--- src/rtl/fifo_rd_arbiter_if.sv ---
// fifo_rd_arbiter_if
//   Bundles the requester handshake, FIFO read port and tagged output
//   stream of the read-side FIFO arbiter.
//   Signals:
//     req/req_len       requester level requests and burst lengths
//     gnt               one-hot grant, high for the whole burst
//     fifo_empty        FIFO empty flag
//     fifo_rd_en        FIFO pop strobe
//     fifo_rd_data      FIFO data, valid the cycle after a pop
//     out_data/out_valid/out_id/out_last/busy   tagged output stream
//   Modports:
//     slave   arbiter side
//     master  environment side (requesters, FIFO, consumers)
interface fifo_rd_arbiter_if #(
  parameter int NUM_REQ = 4,
  parameter int LEN_W   = 8,
  parameter int DATA_W  = 8,
  parameter int ID_W    = $clog2(NUM_REQ)
);
  logic [NUM_REQ-1:0]       req;
  logic [NUM_REQ*LEN_W-1:0] req_len;
  logic [NUM_REQ-1:0]       gnt;
  logic                     fifo_empty;
  logic                     fifo_rd_en;
  logic [DATA_W-1:0]        fifo_rd_data;
  logic [DATA_W-1:0]        out_data;
  logic                     out_valid;
  logic [ID_W-1:0]          out_id;
  logic                     out_last;
  logic                     busy;

  modport slave (
    input  req, req_len, fifo_empty, fifo_rd_data,
    output gnt, fifo_rd_en, out_data, out_valid, out_id, out_last, busy
  );

  modport master (
    output req, req_len, fifo_empty, fifo_rd_data,
    input  gnt, fifo_rd_en, out_data, out_valid, out_id, out_last, busy
  );
endinterface

--- src/rtl/fifo_rd_arbiter.sv ---
// fifo_rd_arbiter
//   Round-robin read scheduler for the shared encapsulation FIFO. One
//   requester at a time is granted a burst of req_len words; the FIFO is
//   popped only while non-empty and the words are returned tagged with the
//   requester ID and a last-word flag.
//   Ports:
//     rclk      read-domain clock, rising edge
//     rd_srstn  asynchronous active-low reset
//     bus       fifo_rd_arbiter_if.slave (requests, FIFO port, output stream)
module fifo_rd_arbiter #(
  parameter int NUM_REQ = 4,
  parameter int LEN_W   = 8,
  parameter int DATA_W  = 8,
  parameter int ID_W    = $clog2(NUM_REQ)
) (
  input  logic               rclk,
  input  logic               rd_srstn,
  fifo_rd_arbiter_if.slave   bus
);

  localparam logic [1:0] S_IDLE = 2'd0;
  localparam logic [1:0] S_READ = 2'd1;
  localparam logic [1:0] S_DONE = 2'd2;

  localparam logic [ID_W:0]   NUM_REQ_W = (ID_W+1)'(NUM_REQ);
  localparam logic [ID_W-1:0] LAST_IDX  = ID_W'(NUM_REQ - 1);

  logic [1:0]         state_q, state_d;
  logic [NUM_REQ-1:0] gnt_q, gnt_d;
  logic [ID_W-1:0]    id_q, id_d;
  logic [ID_W-1:0]    rr_ptr_q, rr_ptr_d;
  logic [LEN_W-1:0]   rem_q, rem_d;
  logic               out_valid_q;
  logic               out_last_q;

  logic                 rd_en;
  logic [2*NUM_REQ-1:0] req_dbl;
  logic [NUM_REQ-1:0]   req_rot;
  logic                 pick_vld;
  logic [ID_W:0]        pick_off;
  logic [ID_W:0]        pick_sum;
  logic [ID_W-1:0]      pick_idx;
  logic [NUM_REQ-1:0]   pick_onehot;
  logic [LEN_W-1:0]     pick_len;

  // Rotate requests so that bit 0 is the requester at rr_ptr; the lowest
  // set bit of the rotated vector is then the round-robin winner.
  assign req_dbl = {bus.req, bus.req};
  assign req_rot = NUM_REQ'(req_dbl >> rr_ptr_q);

  always_comb begin
    pick_vld = 1'b0;
    pick_off = '0;
    for (int k = NUM_REQ - 1; k >= 0; k--) begin
      if (req_rot[k]) begin
        pick_vld = 1'b1;
        pick_off = (ID_W+1)'(k);
      end
    end
  end

  assign pick_sum = {1'b0, rr_ptr_q} + pick_off;
  assign pick_idx = (pick_sum >= NUM_REQ_W) ? ID_W'(pick_sum - NUM_REQ_W)
                                            : ID_W'(pick_sum);

  always_comb begin
    pick_onehot = '0;
    pick_len    = '0;
    for (int i = 0; i < NUM_REQ; i++) begin
      if (pick_idx == ID_W'(i)) begin
        pick_onehot[i] = 1'b1;
        pick_len       = bus.req_len[i*LEN_W +: LEN_W];
      end
    end
  end

  // Pop only in READ with words outstanding and data available.
  assign rd_en = (state_q == S_READ) && (rem_q != '0) && !bus.fifo_empty;

  always_comb begin
    state_d  = state_q;
    gnt_d    = gnt_q;
    id_d     = id_q;
    rr_ptr_d = rr_ptr_q;
    rem_d    = rem_q;
    case (state_q)
      S_IDLE: begin
        if (pick_vld) begin
          state_d = S_READ;
          gnt_d   = pick_onehot;
          id_d    = pick_idx;
          rem_d   = pick_len;
        end
      end
      S_READ: begin
        if (rem_q == '0) begin
          // Zero-length burst: finish without popping.
          state_d = S_DONE;
        end else if (rd_en) begin
          rem_d = rem_q - LEN_W'(1);
          if (rem_q == LEN_W'(1)) state_d = S_DONE;
        end
      end
      S_DONE: begin
        state_d  = S_IDLE;
        gnt_d    = '0;
        rr_ptr_d = (id_q == LAST_IDX) ? '0 : id_q + ID_W'(1);
      end
      default: begin
        state_d = S_IDLE;
        gnt_d   = '0;
      end
    endcase
  end

  always_ff @(posedge rclk or negedge rd_srstn) begin
    if (!rd_srstn) begin
      state_q     <= S_IDLE;
      gnt_q       <= '0;
      id_q        <= '0;
      rr_ptr_q    <= '0;
      rem_q       <= '0;
      out_valid_q <= 1'b0;
      out_last_q  <= 1'b0;
    end else begin
      state_q     <= state_d;
      gnt_q       <= gnt_d;
      id_q        <= id_d;
      rr_ptr_q    <= rr_ptr_d;
      rem_q       <= rem_d;
      out_valid_q <= rd_en;
      out_last_q  <= rd_en && (rem_q == LEN_W'(1));
    end
  end

  assign bus.gnt        = gnt_q;
  assign bus.fifo_rd_en = rd_en;
  assign bus.out_data   = bus.fifo_rd_data;
  assign bus.out_valid  = out_valid_q;
  assign bus.out_id     = id_q;
  assign bus.out_last   = out_last_q;
  assign bus.busy       = (state_q != S_IDLE);

endmodule

--- src/flat_wrapper.sv ---
// flat-port wrapper written by rule: the top's interface ports become plain ports
module fifo_rd_arbiter_flat 
#(
  parameter int NUM_REQ = 4,
  parameter int LEN_W   = 8,
  parameter int DATA_W  = 8,
  parameter int ID_W    = $clog2(NUM_REQ)
)
  (rclk, rd_srstn, bus_req, bus_req_len, bus_fifo_empty, bus_fifo_rd_data, bus_gnt, bus_fifo_rd_en, bus_out_data, bus_out_valid, bus_out_id, bus_out_last, bus_busy);
  fifo_rd_arbiter_if #(.NUM_REQ(NUM_REQ), .LEN_W(LEN_W), .DATA_W(DATA_W), .ID_W(ID_W)) bus_i ();
  input  logic rclk;
  input  logic rd_srstn;
  input wire logic [$bits(bus_i.req)-1:0] bus_req;
  input wire logic [$bits(bus_i.req_len)-1:0] bus_req_len;
  input wire logic [$bits(bus_i.fifo_empty)-1:0] bus_fifo_empty;
  input wire logic [$bits(bus_i.fifo_rd_data)-1:0] bus_fifo_rd_data;
  output wire logic [$bits(bus_i.gnt)-1:0] bus_gnt;
  output wire logic [$bits(bus_i.fifo_rd_en)-1:0] bus_fifo_rd_en;
  output wire logic [$bits(bus_i.out_data)-1:0] bus_out_data;
  output wire logic [$bits(bus_i.out_valid)-1:0] bus_out_valid;
  output wire logic [$bits(bus_i.out_id)-1:0] bus_out_id;
  output wire logic [$bits(bus_i.out_last)-1:0] bus_out_last;
  output wire logic [$bits(bus_i.busy)-1:0] bus_busy;
  assign bus_i.req = bus_req;
  assign bus_i.req_len = bus_req_len;
  assign bus_i.fifo_empty = bus_fifo_empty;
  assign bus_i.fifo_rd_data = bus_fifo_rd_data;
  assign bus_gnt = bus_i.gnt;
  assign bus_fifo_rd_en = bus_i.fifo_rd_en;
  assign bus_out_data = bus_i.out_data;
  assign bus_out_valid = bus_i.out_valid;
  assign bus_out_id = bus_i.out_id;
  assign bus_out_last = bus_i.out_last;
  assign bus_busy = bus_i.busy;
  fifo_rd_arbiter #(.NUM_REQ(NUM_REQ), .LEN_W(LEN_W), .DATA_W(DATA_W), .ID_W(ID_W)) u_core (.rclk(rclk), .rd_srstn(rd_srstn), .bus(bus_i));
endmodule
--- config.mk ---
export PLATFORM = sky130hd
export DESIGN_NAME = fifo_rd_arbiter_flat
export DESIGN_NICKNAME = d
export VERILOG_FILES = /design/src/rtl/fifo_rd_arbiter_if.sv /design/src/rtl/fifo_rd_arbiter.sv /design/src/flat_wrapper.sv
export SDC_FILE = /design/constraint.sdc
export NUM_CORES = 1
export LEC_CHECK = 0
export CORE_ASPECT_RATIO = 0.8
export CORE_MARGIN = 2
export CORE_UTILIZATION = 45
export DETAILED_ROUTE_END_ITERATION = 8
export PLACE_DENSITY = 0.84
export SYNTH_ARGS = -nofsm -noshare
export SYNTH_HDL_FRONTEND = slang
export SYNTH_SLANG_ARGS = --single-unit
--- constraint.sdc ---
create_clock -name rclk -period 5.79 [get_ports rclk]
set_clock_uncertainty 0.2 [all_clocks]
set_input_delay 0.579 -clock rclk [delete_from_list [all_inputs] [get_ports rclk]]
set_output_delay 0.579 -clock rclk [all_outputs]
set_load 0.1 [all_outputs]
==> flow_summary.toml <==
[outcome]
run_status = "finished, final reports clean"

[timing]
max_clock_freq_mhz = 277
timing.final.ws_setup_ns = 2.18
timing.final.max_slew_violations = 0
timing_worst_slew_pin_value_ns = 0.986
fin_crit_sh_pct = 62.4
timing.final.crit_period_ns = 3.61
setup_viol_count_final = 0
final.setup.tns_ns = 0
worst_slew_margin_rel_pct = 34.1
holdWs_ns = 0.286
grt_setup_unrepaired = "false"
final_hold_viol_count = 0

[critical_path]
end_kind = "output port"
cp_common_cell = "clkdlybuf4s50_1"
worstPathMaxFanout = 10
worst_r2r_startpoint = "u_core.rr_ptr_q[0]$_DFFE_PN0N_"
critPathKind = "primary input to output port"
critPathTopFamily = "buffers and inverters"
worst_setup_path_start_kind = "primary input"
cp_cell_sequence = "clkdlybuf4s50_1 -> a311oi_4 -> clkdlybuf4s50_1"
critical_path.slowest_cell = "clkdlybuf4s50_1"
setup.worst_path.start = "bus_fifo_empty"
critPathBufInv = 2
cpPeakStageDelay_ns = 1.24
worst-endpoint-arrival_ns = 2.84
cp.required_ns = 5.01

[logic_synthesis]
async_flop_share_pct = 100
synth_edf_count = 0
ys_seq_elements = 20
synth_mux_area_share_pct = 9.92
synth_simple_gate_area_share_pct = 21.9
netlist-cell-type-count = 49
synth_seq_area_share_pct = 32.8
dominant_combinational_cell_family_by_area_after_synthesis = "simple AND/OR/NAND/NOR gates"
largest_cells_by_area_after_synthesis = "dfrtp_1, mux2i_1, nand2_1"
postSynthNetCount = 222
post_synth_inst_count = 170
synthDominantAreaCellType = "dfrtp_1"
yosysWarningCount = 0
post-synth-top-count-cell = "nand2_1"
synth-adder-area-share_pct = 4.10
yosys-top-cells-count = "nand2_1, dfrtp_1, nor2_1"
synth_area_per_cell_sq_um = 8.98
synth_ff_type = "dfrtp_1"
synth.cell_area_sq_um = 1530
yosysTopAreaCellShare_pct = 32.8
synth_compound_gate_area_share_pct = 20.2
synth-xor-area-share_pct = 2.21

[floorplan]
ports_placed_on_the_boundary = 65
die_height_um = 56.1
floorplan.rows = 18
die_area_sq_um = 3880
core-area_sq_um = 3150
die_width_um = 69.1
start_util_pct = 48.4

[layout]
design.final.nets = 259
insertedDiodeCount = 0
finalCoreUtilization_pct = 63.9
finish.instance_area_sq_um = 2020
fillers = 271
layout-drive-gt1-share_pct = 7.28
final-instance-count-excl-fill = 246
multi_input_comb_area_sq_um = 891
sequential_cell_area_sq_um = 500
area_growth_synth_to_finish_pct = 32.0

[power_and_ir_drop]
power_density_nw_per_um2 = 482
max_vdd_drop_mv = 0.218
cellInternalPower_uw = 491
totalPowerFinal_uw = 971
p_clk_share_pct = 14.6
p_seq_share_pct = 26.6
net_switching_power_uw = 480
static-leakage-power_nw = 0.851
power.switching_fraction_pct = 49.4
share_comb_of_total_power_pct = 58.8

[run]
timing.max_cap.violations = 0

[global_route]
grt_first_pass_wirelength_um = 6000
grt_overflow_total = 0
initial_antenna_violation_count = 0
grt_use_total_pct = 19.1
grt_start_max_net_pins = 21
first_global_vias = 1243

[cts]
tritoncts_clock_tree = "done"
cts_hold_buf = 0
clockRootBuffer = "clkbuf_8"
cts-buffers-inserted = 3
cts.repair.resized = 0
cts.htree.levels = 1
tritoncts_num_sinks = 20
postCtsSetupRepairBufs = 0
ctsLongestPathBuffers = 2
insertion_delay_ns = 0.26
cts.reportedPaths.clkPinSlew_ns = 0.07

[placed_design]
globalplace.congestion = 0.829
place.detailed.instances = 242
port-buffer-count = 48
place_ws_ns = 2.02
place.detailed.hpwl_um = 2710
placed_area_sq_um = 1940

[detailed_routing]
vias = 1353
dr_wl_met3_um = 295
drc_errors = 0
drt_first_pass_iters = 4
routedWlPerCell_um = 14.4
detailedRoute.firstIterationViolations = 72
route.layer.met1.wl_um = 1640
dr_wl_met2_um = 1580
route.antenna.remaining_nets = 0
wirelength_um = 3540
route.detailed.vias_per_inst = 5.50
maxUsedRoutingLayer = "met4"

[hold_path]
min_from = "u_core.bus.gnt[0]$_DFFE_PN0P_"
hp-class = "register to register"
## layout by cell type (no fill, tap or decap), drive strengths merged, types with 3 or more instances in the layout
| master | instances |
|---|---|
| inv | 6 |
| clkdlybuf4s50 | 48 |
| nor2 | 16 |
| dfrtp | 20 |
| a31oi | 7 |
| mux2i | 8 |
| clkbuf | 3 |
| o21ai | 13 |
| nor4 | 3 |
| mux2 | 6 |
| nand2 | 22 |
| nand2b | 5 |
| nor3 | 5 |
| nor2b | 5 |
| o221ai | 5 |
| ha | 5 |
## power by group through the flow
stage	clock network [mW]	logic, mW	registers (mW)
after floorplan	0	0.367	0.362
final	0.142	0.571	0.259
after global placement	0	0.558	0.257
after global routing	0.150	0.620	0.268
after detailed placement	0	0.569	0.259
after CTS	0.144	0.571	0.257
## worst min-delay path, delay by kind of cell, from the launching register on
| family | cells | cell delay [ns] |
|---|---|---|
| flops | 1 | 0.35 |
| simple gates | 2 | 0.10 |
## kinds of logic after synthesis
group	Yosys count
DFF	20
adders and majority gates	5
muxes	14
AOI/OAI and AO/OA	41
buffers and inverters	22
and+or+nand+nor	65
xor gates and xnor gates	3
## area by class of cell
class	instances	area share [%]
Inverter	6	1.12
Timing Repair Buffer	48	23.8
Multi-Input combinational cell	128	44.2
Clock buffer	3	2.05
Clock inverter	1	1.49
Tap cell	40	2.48
Sequential cell	20	24.8
## path summary, 6_finish.rpt
check                                                       to  slack, ns  cells past startpoint
worst min register to register   u_core.bus.gnt[0]$_DFFE_PN0P_       0.29                      2
worst max-delay path                            bus_fifo_rd_en       2.18                      3
worst max register to register     u_core.rem_q[4]$_DFFE_PN0P_       2.65                      9
max in group asynchronous        u_core.bus.gnt[3]$_DFFE_PN0P_       4.19                      1
min in group asynchronous       u_core.bus.out_valid$_DFF_PN0_       0.63                      1
worst min-delay path             u_core.bus.gnt[0]$_DFFE_PN0P_       0.29                      2
## layer usage
layer	vias up	track usage (%)
li1	681	-
met1	618	27.2
met2	52	29.8
met3	2	4.17
met4	0	4.20
met5	-	0
## registers in the layout, summed over array words and instances (netlist names)
signal and cells:
u_core.rem_q 8, u_core.bus.out_id 2, u_core.rr_ptr_q 2, u_core.bus.gnt 4
u_core.bus.out_last 1, u_core.state_q 2, u_core.bus.out_valid 1
No activity file was read; power rests on OpenSTA's default activity.
